**src/rtl/janus_bus_unit.sv**
```systemverilog
`default_nettype none
// ============================================================================
// Module      : janus_bus_unit
// Description : N-port memory bus unit. Arbitrates round-robin among the
//               requesters and sequences the MAR-write then RAM-read/write
//               handshake on the external memory control bus. Each phase is
//               protected by an optional timeout.
// Revision    : 1.0 - initial release
// ----------------------------------------------------------------------------
// Ports
//   clk, rst                  : clock, synchronous active-high reset
//   req/we/addr/wdata         : per-port request, write enable, address, data
//   ack/err                   : per-port completion / timeout pulses
//   rdata                     : last read data
//   ab/dob/dib                : memory address, write-data and read-data buses
//   mar_wr/ram_wr/ram_oe      : memory strobes
//   mar_wr_ack/ram_wr_ack/
//   ram_oe_ack                : memory acknowledges
//   busy                      : high whenever a transaction is in progress
// ============================================================================
module janus_bus_unit #(
  parameter int PA_DATA_WIDTH = 32,
  parameter int PA_ADDR_WIDTH = 32,
  parameter int PA_PORTS      = 2,
  parameter int PA_TIMEOUT    = 255
) (
  input  logic                              clk,
  input  logic                              rst,
  input  logic [PA_PORTS-1:0]               req,
  input  logic [PA_PORTS-1:0]               we,
  input  logic [PA_PORTS*PA_ADDR_WIDTH-1:0] addr,
  input  logic [PA_PORTS*PA_DATA_WIDTH-1:0] wdata,
  output logic [PA_PORTS-1:0]               ack,
  output logic [PA_PORTS-1:0]               err,
  output logic [PA_DATA_WIDTH-1:0]          rdata,
  output logic [PA_ADDR_WIDTH-1:0]          ab,
  output logic [PA_DATA_WIDTH-1:0]          dob,
  input  logic [PA_DATA_WIDTH-1:0]          dib,
  output logic                              mar_wr,
  output logic                              ram_wr,
  output logic                              ram_oe,
  input  logic                              mar_wr_ack,
  input  logic                              ram_wr_ack,
  input  logic                              ram_oe_ack,
  output logic                              busy
);

  localparam int PW = (PA_PORTS > 1) ? $clog2(PA_PORTS) : 1;
  localparam int CW = (PA_TIMEOUT > 1) ? $clog2(PA_TIMEOUT + 1) : 1;

  // The phase times out on the cycle the counter would step to PA_TIMEOUT.
  localparam logic [CW-1:0] C_TO_LAST    = CW'((PA_TIMEOUT > 0) ? PA_TIMEOUT - 1 : 0);
  localparam logic [PW-1:0] C_LAST_PORT  = PW'(PA_PORTS - 1);

  localparam logic [1:0] S_IDLE = 2'd0;
  localparam logic [1:0] S_MAR  = 2'd1;
  localparam logic [1:0] S_ACC  = 2'd2;
  localparam logic [1:0] S_DONE = 2'd3;

  logic [1:0]    r_state;
  logic [PW-1:0] r_rr;
  logic [PW-1:0] r_gnt;
  logic          r_we;
  logic [CW-1:0] r_cnt;

  logic          w_found;
  logic [PW-1:0] w_gnt;
  logic          w_timeout;
  logic          w_acc_ack;

  logic [PA_ADDR_WIDTH-1:0] w_addr_arr  [PA_PORTS];
  logic [PA_DATA_WIDTH-1:0] w_wdata_arr [PA_PORTS];

  for (genvar i = 0; i < PA_PORTS; i++) begin : g_unpack
    assign w_addr_arr[i]  = addr[i*PA_ADDR_WIDTH +: PA_ADDR_WIDTH];
    assign w_wdata_arr[i] = wdata[i*PA_DATA_WIDTH +: PA_DATA_WIDTH];
  end

  // Port index (base + k) modulo PA_PORTS.
  function automatic logic [PW-1:0] wrap_idx(input logic [PW-1:0] base, input int k);
    int s;
    s = int'(base) + k;
    if (s >= PA_PORTS) s = s - PA_PORTS;
    return PW'(s);
  endfunction

  // Round-robin search: first asserted request at or after r_rr.
  always_comb begin
    w_found = 1'b0;
    w_gnt   = '0;
    for (int k = 0; k < PA_PORTS; k++) begin
      if (!w_found && req[wrap_idx(r_rr, k)]) begin
        w_found = 1'b1;
        w_gnt   = wrap_idx(r_rr, k);
      end
    end
  end

  assign w_timeout = (PA_TIMEOUT != 0) && (r_cnt == C_TO_LAST);
  assign w_acc_ack = r_we ? ram_wr_ack : ram_oe_ack;

  always_ff @(posedge clk) begin
    if (rst) begin
      r_state <= S_IDLE;
      r_rr    <= '0;
      r_gnt   <= '0;
      r_we    <= 1'b0;
      r_cnt   <= '0;
      ack     <= '0;
      err     <= '0;
      rdata   <= '0;
      ab      <= '0;
      dob     <= '0;
      mar_wr  <= 1'b0;
      ram_wr  <= 1'b0;
      ram_oe  <= 1'b0;
      busy    <= 1'b0;
    end else begin
      ack <= '0;
      err <= '0;
      case (r_state)
        S_IDLE: begin
          if (w_found) begin
            r_gnt   <= w_gnt;
            r_we    <= we[w_gnt];
            ab      <= w_addr_arr[w_gnt];
            dob     <= w_wdata_arr[w_gnt];
            r_cnt   <= '0;
            mar_wr  <= 1'b1;
            busy    <= 1'b1;
            r_state <= S_MAR;
          end
        end
        S_MAR: begin
          if (mar_wr_ack) begin
            mar_wr  <= 1'b0;
            r_cnt   <= '0;
            ram_wr  <= r_we;
            ram_oe  <= !r_we;
            r_state <= S_ACC;
          end else if (w_timeout) begin
            mar_wr     <= 1'b0;
            ack[r_gnt] <= 1'b1;
            err[r_gnt] <= 1'b1;
            r_state    <= S_DONE;
          end else begin
            r_cnt <= r_cnt + 1'b1;
          end
        end
        S_ACC: begin
          // An ack on the final timeout cycle takes priority over the timeout.
          if (w_acc_ack) begin
            ram_wr     <= 1'b0;
            ram_oe     <= 1'b0;
            if (!r_we) rdata <= dib;
            ack[r_gnt] <= 1'b1;
            r_state    <= S_DONE;
          end else if (w_timeout) begin
            ram_wr     <= 1'b0;
            ram_oe     <= 1'b0;
            ack[r_gnt] <= 1'b1;
            err[r_gnt] <= 1'b1;
            r_state    <= S_DONE;
          end else begin
            r_cnt <= r_cnt + 1'b1;
          end
        end
        default: begin
          r_rr    <= (r_gnt == C_LAST_PORT) ? '0 : r_gnt + 1'b1;
          busy    <= 1'b0;
          r_state <= S_IDLE;
        end
      endcase
    end
  end

endmodule
`default_nettype wire

```
**config.mk**
```make
export PLATFORM = sky130hd
export DESIGN_NAME = janus_bus_unit
export DESIGN_NICKNAME = d
export VERILOG_FILES = /design/src/rtl/janus_bus_unit.sv
export SDC_FILE = /design/constraint.sdc
export NUM_CORES = 1
export LEC_CHECK = 0
export BUFFER_PORTS_ARGS = -buffer_cell sky130_fd_sc_hd__buf_4
export CAP_MARGIN = 20
export CORE_MARGIN = 1.5
export CORE_UTILIZATION = 47
export CTS_BUF_LIST = sky130_fd_sc_hd__clkbuf_4
export DETAILED_ROUTE_END_ITERATION = 16
export HOLD_SLACK_MARGIN = 0.05
export MAX_ROUTING_LAYER = met4
export PLACE_DENSITY = 0.84
export SLEW_MARGIN = 25
export SYNTH_ARGS = -nofsm -noshare
export SYNTH_HDL_FRONTEND = slang
export SYNTH_SLANG_ARGS = --single-unit
```
**constraint.sdc**
```tcl
create_clock -name clk -period 1.9 [get_ports clk]
set_input_delay 0.285 -clock clk [delete_from_list [all_inputs] [get_ports clk]]
set_output_delay 0.285 -clock clk [all_outputs]
set_load 0.01 [all_outputs]
```
-- Word-level counts from Yosys, hierarchy flattened
Index checks and enable logic that the tools add are counted.
- flip-flop bits (word level): 117
- word-level logic and storage cells: 102
- reduce and logical (&&, ||, !) cells: 16
- equality and inequality tests: 8
- bitwise logic cells: 3
- order comparisons: 8
- add/sub/neg operators: 5
- multiplexer cells: 48
- operators with widths (kind ; count):
    32-bit two-way mux ; 6
    8-bit two-way mux ; 4
    8-bit case mux with 3 select lines ; 1
    1-bit two-way mux ; 21
    2-bit two-way mux ; 8
    3-bit AND reduction ; 4
    8-bit by 1-bit adder with 8-bit output (second input constant) ; 1
    8-bit equality test (second input constant) ; 1
    1-bit by 2-bit less-than comparator with 1-bit output (second input constant) ; 4
    1-bit case mux with 2 select lines ; 4
    2-bit case mux with 2 select lines ; 2
    2-bit inequality test (second input constant) ; 3
    3-bit inequality test (second input constant) ; 2
    2-bit case mux with 3 select lines ; 1
    2-bit >= comparator (second input constant) ; 2
    2-bit AND reduction ; 2
    2-bit nonzero test ; 2
    3-bit nonzero test ; 1
    3-bit OR reduction ; 1
    1-bit by 1-bit adder with 2-bit output (second input constant) ; 1
    2-bit by 1-bit equality test with 1-bit output (second input constant) ; 1
    2-bit equality test (second input constant) ; 1
    1-bit by 2-bit >= comparator with 1-bit output (second input constant) ; 1
    1-bit logical AND ; 2
    other kinds (9) ; 12

-- Longest topological paths before layout
- depth in word-level cells: 12
- mapped depth: 8
- depth with buffers taken out: 6

-- Worst setup path before layout
OpenSTA, ideal clock, no wires.
- path type: register -> register
- start point: reg r_state[0]
- end point: reg r_cnt[3]
- stages on the path, launching flop included: 8
- slack: 0.260 ns
- arrival time: 1.506 ns
- required time: 1.766 ns
- period minus slack after synthesis: 1.640 ns
- path through: dfxtp_1 inv_1 ha_1 or3b_4 o211a_1 buf_6 a41oi_2 a211oi_2
- word-level cells in the longest chain between the ends: 3
- elaborated cells between the ends (all ways): 8
- those cells by class: eq/ne: 4; mux: 1; reduce/logical: 3
- ends and longest elaborated chain (what ; RTL line ; source):
    start: declaration ; 60 ; logic [1:0] r_state;
    start signal: assignment ; 104 ; r_state <= S_IDLE;
    start signal: assignment ; 131 ; r_state <= S_MAR;
    start signal: assignment ; 140 ; r_state <= S_ACC;
    2-bit equality test (tied with other cells) ; 121 ; case (r_state)
    2-bit inequality test (no line) or 3-bit nonzero test (tied branches) ; - ;
    3-bit AND reduction (no line) ; - ;
    end signal: assignment ; 147 ; r_cnt <= r_cnt + 1'b1;
    end signal: assignment ; 165 ; r_cnt <= r_cnt + 1'b1;
    end: declaration ; 64 ; logic [CW-1:0] r_cnt;
Several ways; a longest one is shown, not always the timed one.
A chain may end at the register's enable or synchronous reset.

-- Worst setup path after layout
- start point: reg r_state[0]
- end point: reg r_cnt[4]
Same word-level chain as after synthesis.

==> results_dict.tcl <==
set metrics [dict create \
    grt_start_max_net_pins 71 \
    ys_seq_area_share_pct 44.3 \
    gr-max-usage-layer "met2" \
    ir_worst_vdd_v 0.000454 \
    post-route-util_pct 74.4 \
    drive_above_1_share_pct 43.3 \
    place_congestion 0.827 \
    cp_cell_sequence "inv_1, ha_1, or3b_4, o211ai_4, nor3_2, a311o_1" \
    route.vias.total 5289 \
    finalSetupTns_ps 0 \
    finalSetupViolCount 0 \
    crit_family "simple AND/OR/NAND/NOR gates" \
    num_rows 38 \
    power.total_mw 7.07 \
    dp_hpwl_um 11600 \
    arrival_ps 2210 \
    drv_slew 0 \
    final_cell_mix "284 x buf_4, 117 x dfxtp_1, 74 x nor2_1" \
    design_area_mm2 0.00810 \
    dpl_cell_area_mm2 0.00748 \
    avgViaCountPerCell 5.26 \
    grt_usage_pct 27.7 \
    syn_inst 555 \
    relSlewSlack_pct 70.0 \
    core_mm2 0.0109 \
    clock_sinks 117 \
    yosysUniqueCellTypes 53 \
    yosys_warnings 0 \
    synthesis.nets 730 \
    cts_tree "yes" \
    area_growth_pct 53.4 \
    grt_antenna_before_repair 0 \
    ys_ff_latch 117 \
    use_met3_pct 8.37 \
    numCtsBuffers 17 \
    tightest_slew_ps 450 \
    hold_class "primary input to register" \
    period_share_pct 94.9 \
    intPower_mw 4.83 \
    diodes 0 \
    grt_pass1_wl_um 24800 \
    swShare_pct 31.7 \
    max_freq_ghz 0.554 \
    period_minus_slack_ps 1800 \
    cts_root_buf "clkbuf_4" \
    die_y_um 109 \
    synth_top_area_share_pct 44.3 \
    path_class "register to register" \
    ant_nets 0 \
    ios 273 \
    grtUsageMet2_pct 48.5 \
    critPathMaxFanout 7 \
    yosys_most_used_dff "dfxtp_1" \
    multiInputGateArea_mm2 0.00270 \
    cp_data_required_time_ps 2300 \
    fin_nets 1030 \
    wl_per_cell_um 16.3 \
    insertion_delay_ps 520 \
    num-fill-cells 764 \
    pre_cts_slack_ps 85.9 \
    end_kind "register" \
    crit_buf_inv 1 \
    drt-total-wl_um 16400 \
    slowest_stage "or3b_4" \
    p_seq_share_pct 41.6 \
    initial_utilization_pct 48.5 \
    power.switching_mw 2.24 \
    critPathLaunchType "register" \
    path_clk_slew_ps 90 \
    cts_setup_buffers 0 \
    die_area_mm2 0.0119 \
    grt_pass1_vias 5247 \
    syn_avg_cell_area_um2 9.52 \
    seq_area_mm2 0.00234 \
    die_x_um 109 \
    met1_usage_pct 29.0 \
    synth_edf_count 0 \
    worst_slack_ps 96.1 \
    grt_overflow 0 \
    cts_htree_levels 4 \
    port_buffers 272 \
    synth.area.top_cells "dfxtp_1 44%, mux2i_1 13%, a211oi_2 9.5%" \
    clk_path_buf_depth 2 \
    drc 0 \
    power_density_mw_per_mm2 873 \
    worst_clock_skew_ps 20.3 \
    leakage_nw 3.77 \
    async_flop_share_pct 0 \
    clkPwrFrac_pct 25.5 \
    drtIter0Drc 257 \
    drt_first_pass_iters 5 \
    comb_power_share_pct 32.9 \
    synth_area_mm2 0.00528 \
    final_common_cell "buf_4" \
    critPathMaxStageDelay_ps 440 \
    status "finished, final reports clean" \
    synth_top_cell_by_area "dfxtp_1" \
    hold_violations 0 \
    cap_violations 0 \
]
routing by layer:
layer	part of all wire [%]	wire, µm
met4	2.4	391
met3	8.8	1440
met1	37	6090
met5	0	0
met2	52	8470
state kept, by name, indices dropped and copies added, names as in the netlist:
name     count
ram_wr       1
ram_oe       1
r_state      2
r_rr         1
err          2
dob         32
ab          32
rdata       32
r_cnt        8
mar_wr       1
ack          2
r_gnt        1
busy         1
r_we         1
worst min-delay path, cell delays in order:
cell and delay [ps]:
buf_4 110, o211a_1 150, nor3_1 40
kinds of logic after synthesis:
logic type	after synthesis	synth area share [%]
fa+ha+maj	6	1.42
mux	67	12.7
flops	117	44.3
compound gates	139	22.1
buf+inv	52	5.28
simple gates	174	14.1
stage by stage:
step,hold WS (ps),std cells
2_1_floorplan,419,555
3_5_place_dp,438,944
3_3_place_gp,441,944
4_1_cts,79.2,1006
5_1_grt,93.3,1006
6_report,120,1006
timing repair:
action,4_1_cts,5_1_grt
gates resized for setup,0,6
setup endpoints to repair,0,9
hold endpoints to repair,32,0
hold buffers,32,0
path summary, 6_finish.rpt:
path | from | endpoint | slack [ps] | depth (start not counted)
max | r_state[0] | r_cnt[4] | 100 | 6
min | mar_wr_ack | mar_wr | 120 | 3
max reg2reg | r_state[0] | r_cnt[4] | 100 | 6
min reg2reg | r_gnt | ack[0] | 460 | 1
cell usage after synthesis (3+ instances only):
master    count
nor3_1        4
mux2i_1      67
buf_8         4
nand2_1      73
ha_1          6
clkbuf_1     16
buf_1         4
nand3_1       3
inv_1         9
dfxtp_1     117
a21oi_1      42
buf_2        13
nor2_1       74
a211oi_2     40
a211oi_1     29
o22ai_1       5
o21ai_0       3
power groups by stage:
stage	Combinational [mW]	Clock, mW	Sequential [mW]
after global routing	2.51	1.97	2.98
after global placement	2.18	0	2.98
after CTS	2.32	1.84	2.94
final	2.33	1.81	2.94
after floorplan	1.07	0	3.11
after detailed placement	2.25	0	3.00
layout make-up:
cell class | count | share of cell area (%)
multi-input combinational | 386 | 33.3
timing repair buffer | 322 | 31.7
sequential | 117 | 28.9
tap | 140 | 2.16
clock inverter | 12 | 1.71
clock buffer | 18 | 1.67
inverter | 11 | 0.509
(Power assumes the default switching activity.)
